==> config.mk <==
export PLATFORM = sky130hd
export DESIGN_NAME = instr_sequencer
export DESIGN_NICKNAME = d
export VERILOG_FILES = /design/src/rtl/instr_sequencer.sv
export SDC_FILE = /design/constraint.sdc
export NUM_CORES = 1
export LEC_CHECK = 0
export CORE_MARGIN = 2
export CORE_UTILIZATION = 45
export CTS_BUF_LIST = sky130_fd_sc_hd__clkbuf_8
export DETAILED_ROUTE_END_ITERATION = 8
export GPL_TIMING_DRIVEN = 0
export PLACE_DENSITY = 0.72
export SYNTH_ARGS = -nofsm -noshare
export SYNTH_HDL_FRONTEND = slang
export SYNTH_SLANG_ARGS = --single-unit
==> constraint.sdc <==
create_clock -name clk -period 2.6 [get_ports clk]
set_input_delay 0.65 -clock clk [delete_from_list [all_inputs] [get_ports clk]]
set_output_delay 0.65 -clock clk [all_outputs]
set_load 0.01 [all_outputs]
==> src/rtl/instr_sequencer.sv <==
// Fetch/decode/execute sequencer for the 8-bit accumulator computer: owns pc and ir,
// drives the single-port memory handshake and issues registered datapath strobes/selects.
module instr_sequencer #(
    parameter int              PC_W   = 8,
    parameter logic [PC_W-1:0] RST_PC = '0
) (
    input  logic            clk,
    input  logic            rst_n,
    input  logic            run,
    output logic            mem_req,
    output logic            mem_we,
    output logic [PC_W-1:0] mem_addr,
    input  logic            mem_rdy,
    input  logic [7:0]      mem_rdata,
    input  logic            alu_zero,
    output logic [PC_W-1:0] pc,
    output logic [7:0]      ir,
    output logic [1:0]      cntr_alu,
    output logic            sel_alu_in,
    output logic            sel_acc_in,
    output logic            lw,
    output logic            reg_we,
    output logic            acc_we,
    output logic            busy,
    output logic [2:0]      state_dbg
);

    typedef enum logic [2:0] {
        IDLE   = 3'd0,
        FETCH  = 3'd1,
        DECODE = 3'd2,
        EXEC   = 3'd3,
        MEM    = 3'd4,
        WB     = 3'd5
    } state_t;

    state_t          state;
    logic [2:0]      op;
    logic [PC_W-1:0] br_target;
    logic            finish;
    logic [PC_W-1:0] fin_pc;

    // Handshake: a memory transfer completes on the edge where mem_req and mem_rdy are
    // both high; mem_addr/mem_we never change while mem_req is high.
    assign op        = ir[7:5];
    assign br_target = pc + {{(PC_W-5){ir[4]}}, ir[4:0]};
    assign busy      = (state != IDLE);
    assign state_dbg = state;

    // Last cycle of the instruction and the pc the next fetch should use.
    always_comb begin
        finish = 1'b0;
        fin_pc = pc;
        case (state)
            EXEC: begin
                finish = (op != 3'b110) && (op != 3'b111);
                if (op == 3'b100 && alu_zero)
                    fin_pc = br_target;
            end
            MEM:     finish = mem_req && mem_rdy && (op == 3'b110);
            WB:      finish = 1'b1;
            default: finish = 1'b0;
        endcase
    end

    always_ff @(posedge clk) begin
        if (!rst_n) begin
            state      <= IDLE;
            pc         <= RST_PC;
            ir         <= 8'h00;
            cntr_alu   <= 2'b00;
            sel_alu_in <= 1'b0;
            sel_acc_in <= 1'b0;
            lw         <= 1'b0;
            reg_we     <= 1'b0;
            acc_we     <= 1'b0;
            mem_req    <= 1'b0;
            mem_we     <= 1'b0;
            mem_addr   <= '0;
        end else begin
            reg_we <= 1'b0;
            acc_we <= 1'b0;
            case (state)
                IDLE: begin
                    if (run) begin
                        state    <= FETCH;
                        mem_req  <= 1'b1;
                        mem_we   <= 1'b0;
                        mem_addr <= pc;
                    end
                end
                FETCH: begin
                    if (mem_req && mem_rdy) begin
                        ir      <= mem_rdata;
                        pc      <= pc + PC_W'(1);
                        mem_req <= 1'b0;
                        state   <= DECODE;
                    end
                end
                DECODE: begin
                    // Selects settle here so they are stable for the rest of the instruction.
                    state <= EXEC;
                    case (op)
                        3'b000: begin acc_we <= 1'b1; sel_acc_in <= 1'b0; end
                        3'b001: begin acc_we <= 1'b1; sel_acc_in <= 1'b1; end
                        3'b010: begin reg_we <= 1'b1; sel_alu_in <= 1'b1; lw <= 1'b0; cntr_alu <= 2'b00; end
                        3'b011: begin reg_we <= 1'b1; sel_alu_in <= 1'b1; lw <= 1'b0; cntr_alu <= 2'b01; end
                        3'b101: begin reg_we <= 1'b1; sel_alu_in <= 1'b1; lw <= 1'b0; cntr_alu <= 2'b11; end
                        3'b100: cntr_alu <= 2'b10;
                        3'b111: lw <= 1'b1;
                        default: ;
                    endcase
                end
                EXEC: begin
                    if (op == 3'b110 || op == 3'b111) begin
                        state    <= MEM;
                        mem_req  <= 1'b1;
                        mem_we   <= (op == 3'b110);
                        mem_addr <= PC_W'(ir[4:0]);
                    end
                end
                MEM: begin
                    if (mem_req && mem_rdy) begin
                        mem_req <= 1'b0;
                        mem_we  <= 1'b0;
                        if (op == 3'b111) begin
                            state  <= WB;
                            reg_we <= 1'b1;
                        end
                    end
                end
                default: ;
            endcase
            if (finish) begin
                pc <= fin_pc;
                if (run) begin
                    state    <= FETCH;
                    mem_req  <= 1'b1;
                    mem_we   <= 1'b0;
                    mem_addr <= fin_pc;
                end else begin
                    state <= IDLE;
                end
            end
        end
    end

endmodule

# == Word-level counts from Yosys, hierarchy flattened ==
# Cells that the tools add are included.
# classes
eq_ne,19
add_sub_neg,2
mux,39
reduce_logical,25
# ops
cell,count
8-bit two-way mux,9
3-bit != test (second input constant),7
3-bit == test (second input constant),6
3-bit two-way mux,6
8-bit one-hot mux with 2 select lines,1
1-bit two-way mux,15
3-bit one-hot mux with 5 select lines,1
2-bit AND reduction,7
3-bit by 2-bit == test with 1-bit output (second input constant),4
1-bit one-hot mux with 3 select lines,3
8-bit by 1-bit adder with 8-bit output (second input constant),1
8-bit adder,1
2-bit one-hot mux with 4 select lines,1
2-bit nonzero test,4
3-bit by 1-bit == test with 1-bit output (second input constant),2
3-bit logical NOT,2
1-bit one-hot mux with 2 select lines,3
6-bit AND reduction,1
6-bit nonzero test,1
1-bit logical AND,4
4-bit nonzero test,1
2-bit OR reduction,2
3-bit nonzero test,1
3-bit OR reduction,1
1-bit logical OR,1
# totals
reg_bits,36
in_bits,13
word_cells,97
output_inout_bits,37

# == Longest topological paths before layout ==
# logic_depth
ltp_word,6
depth_mapped,8
mapped_depth_nobuf,8

# == Worst setup path after synthesis ==
# No wires, ideal clock.
# synth_path
kind,flip-flop to flip-flop
start,reg pc[0]
end,reg mem_addr[6]
path_slack_ns,0.691
path_stages_with_launch,9
setup_ns,0.135
t_arrival_ns,1.773
required_ns,2.465
period_less_slack_ns,1.909
path_buffers,0
cell_sequence,dfxtp_1 > ha_1 > inv_1 > fa_1 > nor2b_1 > o31a_1 > o22ai_1 > mux2i_1 > a211oi_2
# synth_between
elab_chain_cells,5
# synth_lines
item,line_no,rtl
from (decl),16,"output logic [PC_W-1:0] pc,"
from (signal assigned),95,pc <= pc + PC_W'(1);
from (signal assigned),135,pc <= fin_pc;
8-bit adder,46,"assign br_target = pc + {{(PC_W-5){ir[4]}}, ir[4:0]};"
8-bit two-way mux,57,if (op == 3'b100 && alu_zero)
8-bit two-way mux,54,case (state)
8-bit two-way mux,136,if (run) begin
8-bit two-way mux,134,if (finish) begin
to (signal assigned),89,mem_addr <= pc;
to (signal assigned),119,mem_addr <= PC_W'(ir[4:0]);
to (signal assigned),140,mem_addr <= fin_pc;
to (decl),12,"output logic [PC_W-1:0] mem_addr,"
# No other way between the ends.
# A chain may end at the register's enable or synchronous reset.

# == Final worst setup path ==
# layout_path
start,in run
end,reg mem_addr[4]
# layout_between
elab_chain_cells,4
# layout_lines
item,line_no,rtl
from (decl),9,"input logic run,"
8-bit two-way mux,85,if (run) begin
8-bit one-hot mux with 2 select lines,83,case (state)
8-bit two-way mux,136,
8-bit two-way mux *,134,
# Mark *: on every way between the ends. The rest lies on a longest branch, timed or not.

==> impl_metrics.py <==
metrics = {
    "status": {
        "status": "complete, no violations",
    },
    "timing": {
        "slew_violations": 0,
        "hold_viol_final": 0,
        "tightest_slew_ns": 0.695,
        "tns_ns": 0,
        "max_freq_mhz": 444,
        "worst_slack_ns": 0.347,
        "timing.final.crit_share_pct": 86.7,
        "finalSetupViolCount": 0,
        "slew_headroom_pct": 53.7,
        "fin_skew_ns": 0.00582,
        "rsz0062_at_grt": "false",
        "fin_crit_ns": 2.25,
    },
    "clocking": {
        "cts_tree": "yes",
        "postCtsSetupBuffers": 0,
        "htree_levels": 2,
        "cts_made_buffers": 5,
        "path_clk_slew_ns": 0.08,
        "insertion_delay_ns": 0.29,
        "root_buffer": "clkbuf_8",
        "cts_buffer_depth": 2,
        "clock-sinks": 36,
    },
    "place": {
        "placement.io_buffers": 48,
        "dpl_cell_area_um2": 2840,
        "place.gp.congestion": 0.891,
        "pre_cts_ws_ns": -0.195,
        "hpwl_um": 4540,
    },
    "global_route": {
        "gr-usage-met3_pct": 4.02,
        "use_met2_pct": 35.1,
        "grt_max_degree": 14,
        "grt.busiest_layer": "met2",
        "grt_first_pass_wirelength_um": 10100,
        "antenna_found_initial": 0,
        "grt.total_usage_pct": 23.8,
        "use_met1_pct": 34.4,
        "grt_pass1_vias": 2016,
        "grt_overflow": 0,
    },
    "power_and_ir_drop": {
        "intPower_uw": 806,
        "total_power_uw": 1110,
        "power_leakage_uw": 0.00104,
        "p_clk_share_pct": 37.1,
        "sw_frac_of_total_pct": 27.6,
        "p_seq_share_pct": 51.2,
        "peakVddDrop_mv": 0.271,
        "power_density_nw_per_um2": 379,
        "switchingPower_uw": 308,
        "combPwrFrac_pct": 11.6,
    },
    "setup_path": {
        "required_ns": 2.81,
        "path_class": "in -> reg",
        "worstSetupStartpointType": "input port",
        "end_kind": "flip-flop",
        "r2r_end": "mem_addr[4]",
        "ff2ff_path_depth": 8,
        "cp.arrival_ns": 2.46,
        "crit_fanout": 8,
        "r2r-start": "pc[0]",
        "r2r_setup_slack_ns": 0.41,
    },
    "final_layout": {
        "final_cell_area_um2": 2940,
        "syn2layout_area_growth_pct": 29.1,
        "fin_nets": 355,
        "drive_gt1_share_pct": 11.4,
        "antenna_cells": 0,
    },
    "yosys": {
        "ys_ff_latch": 36,
        "syn-instance-count": 278,
        "syn_nets": 300,
        "synth_edf_count": 0,
        "netlist_area_um2": 2280,
        "synth.distinct_cells": 58,
        "yosys_warnings": 0,
        "yosysTopAreaCell": "dfxtp_1",
        "synth.avg_cell_area_um2": 8.19,
        "ys_seq_area_share_pct": 31.6,
        "netlist.area_leader.share_pct": 31.6,
        "synth_area_leaders": "dfxtp_1, nand2_1, a21oi_1",
        "async_flop_share_pct": 0,
        "synthFlopType": "dfxtp_1",
    },
    "routing": {
        "routed_wl_um": 6380,
        "viasPerCell": 5.62,
        "drc": 0,
        "wl_per_cell_um": 15.9,
        "drtIter0Drc": 115,
        "antenna_left": 0,
        "dr_total_vias": 2252,
        "firstDrtPassIters": 4,
    },
    "die": {
        "die_w_um": 75.1,
        "rows": 25,
        "start_util_pct": 47.6,
        "die_y_um": 75.1,
        "io-pin-count": 50,
        "die-area_um2": 5650,
        "core_um2": 4790,
    },
    "worst_hold_path": {
        "worstHoldPathCells": 2,
        "hold_path_startpoint": "cntr_alu[0]",
        "hp-class": "reg -> reg",
        "holdPathEnd": "cntr_alu[0]",
    },
    "flow_run": {
        "drv_cap": 0,
    },
}
cells in the final DEF, fill, tap and decap left out, drive strengths merged, types with 3 or more instances in the layout:
master         synthesis  layout
clkdlybuf4s50          0      47
nand2                 40      40
dfxtp                 36      36
a21oi                 27      27
nor2                  17      17
o21ai                 13      13
nand3                 12      12
a211oi                12      12
clkbuf                 7      12
buf                   12      12
inv                    8       8
ha                     8       8
nor3                   7       7
and2                   5       5
a221oi                 5       5
mux2i                  5       5
nor2b                  5       5
or3                    4       4
and3                   4       4
nand2b                 4       4
xnor2                  4       4
xor2                   3       3
nor4                   3       3
mux2                   3       3
routing by layer:
layer	share of wire, %	vias to the layer above
met3	5.8	12
li1	-	1122
met5	0	-
met1	47	1053
met4	2.0	0
met2	45	65
repair_timing:
item                       4_1_cts  5_1_grt
setup endpoints to repair        0        3
gates resized for setup          0        2
hold buffers                     0        0
cell type report:
type,count,area [um2]
inverters,8,30.0
repair buffers,48,483
clock buffers,5,68.8
multi-input cells,215,1410
fillers,442,1850
clock inverters,3,23.8
flip-flops and latches,36,721
plain buffers,19,116
well taps,67,83.8
worst max-delay path by stage:
stage | endpoint | startpoint | slack (ns) | cells after the start
2_1_floorplan | mem_addr[6] | pc[0] | 0.69 | 8
6_report | mem_addr[4] | run | 0.35 | 6
3_3_place_gp | mem_addr[3] | run | -0.14 | 6
3_5_place_dp | mem_addr[4] | run | -0.19 | 6
5_1_grt | pc[6] | mem_rdy | 0.23 | 6
4_1_cts | busy | state_dbg[1] | 0.04 | 4
critical path, stage by stage:
cell and delay, ns:
clkdlybuf4s50_1 0.52, nor2b_1 0.21, nor2b_1 0.15, o21ai_2 0.45, a222oi_1 0.22, a211oi_2 0.25
Yosys cell counts (5+ instances only):
master    instances
mux2i_1           5
inv_1             8
nor2_1           15
nand3_1          11
nor3_1            7
o21ai_0          11
a221oi_1          5
buf_2             6
nand2_1          40
clkbuf_1          7
and2_1            5
a21oi_1          26
dfxtp_1          36
ha_1              8
a211oi_1          8
through the flow:
step	std cells	hold slack (ns)	util, %
6_report	401	0.455	61.4
5_1_grt	401	0.480	61.4
4_1_cts	401	0.459	61.3
3_5_place_dp	393	0.447	59.4
3_3_place_gp	393	0.448	59.4
2_1_floorplan	278	0.481	-
sequential cells by signal, indices dropped and copies added, names as in the netlist:
name and cells:
mem_req 1, mem_we 1, state_dbg 3, lw 1, sel_acc_in 1, cntr_alu 2
mem_addr 8, acc_we 1, sel_alu_in 1, pc 8, ir 8, reg_we 1
power groups by stage:
stage,registers [uW],clock network [uW],logic [uW]
after global placement,583,0,127
after floorplan,584,0,65.2
final,570,414,130
after global routing,572,447,141
after detailed placement,583,0,128
after CTS,570,425,129
kinds of logic (layout without fill, tap and decap cells):
logic type	count (synthesis)	in the layout	synth area share [%]
AO/OA/AOI/OAI	78	78	24.0
XOR/XNOR	7	7	2.69
AND/OR/NAND/NOR	113	113	26.3
multiplexers	8	8	3.68
flip-flops	36	36	31.6
buffers and inverters	27	83	6.43
adder cells (fa/ha/maj)	9	9	5.27
(Power assumes the default switching activity.)
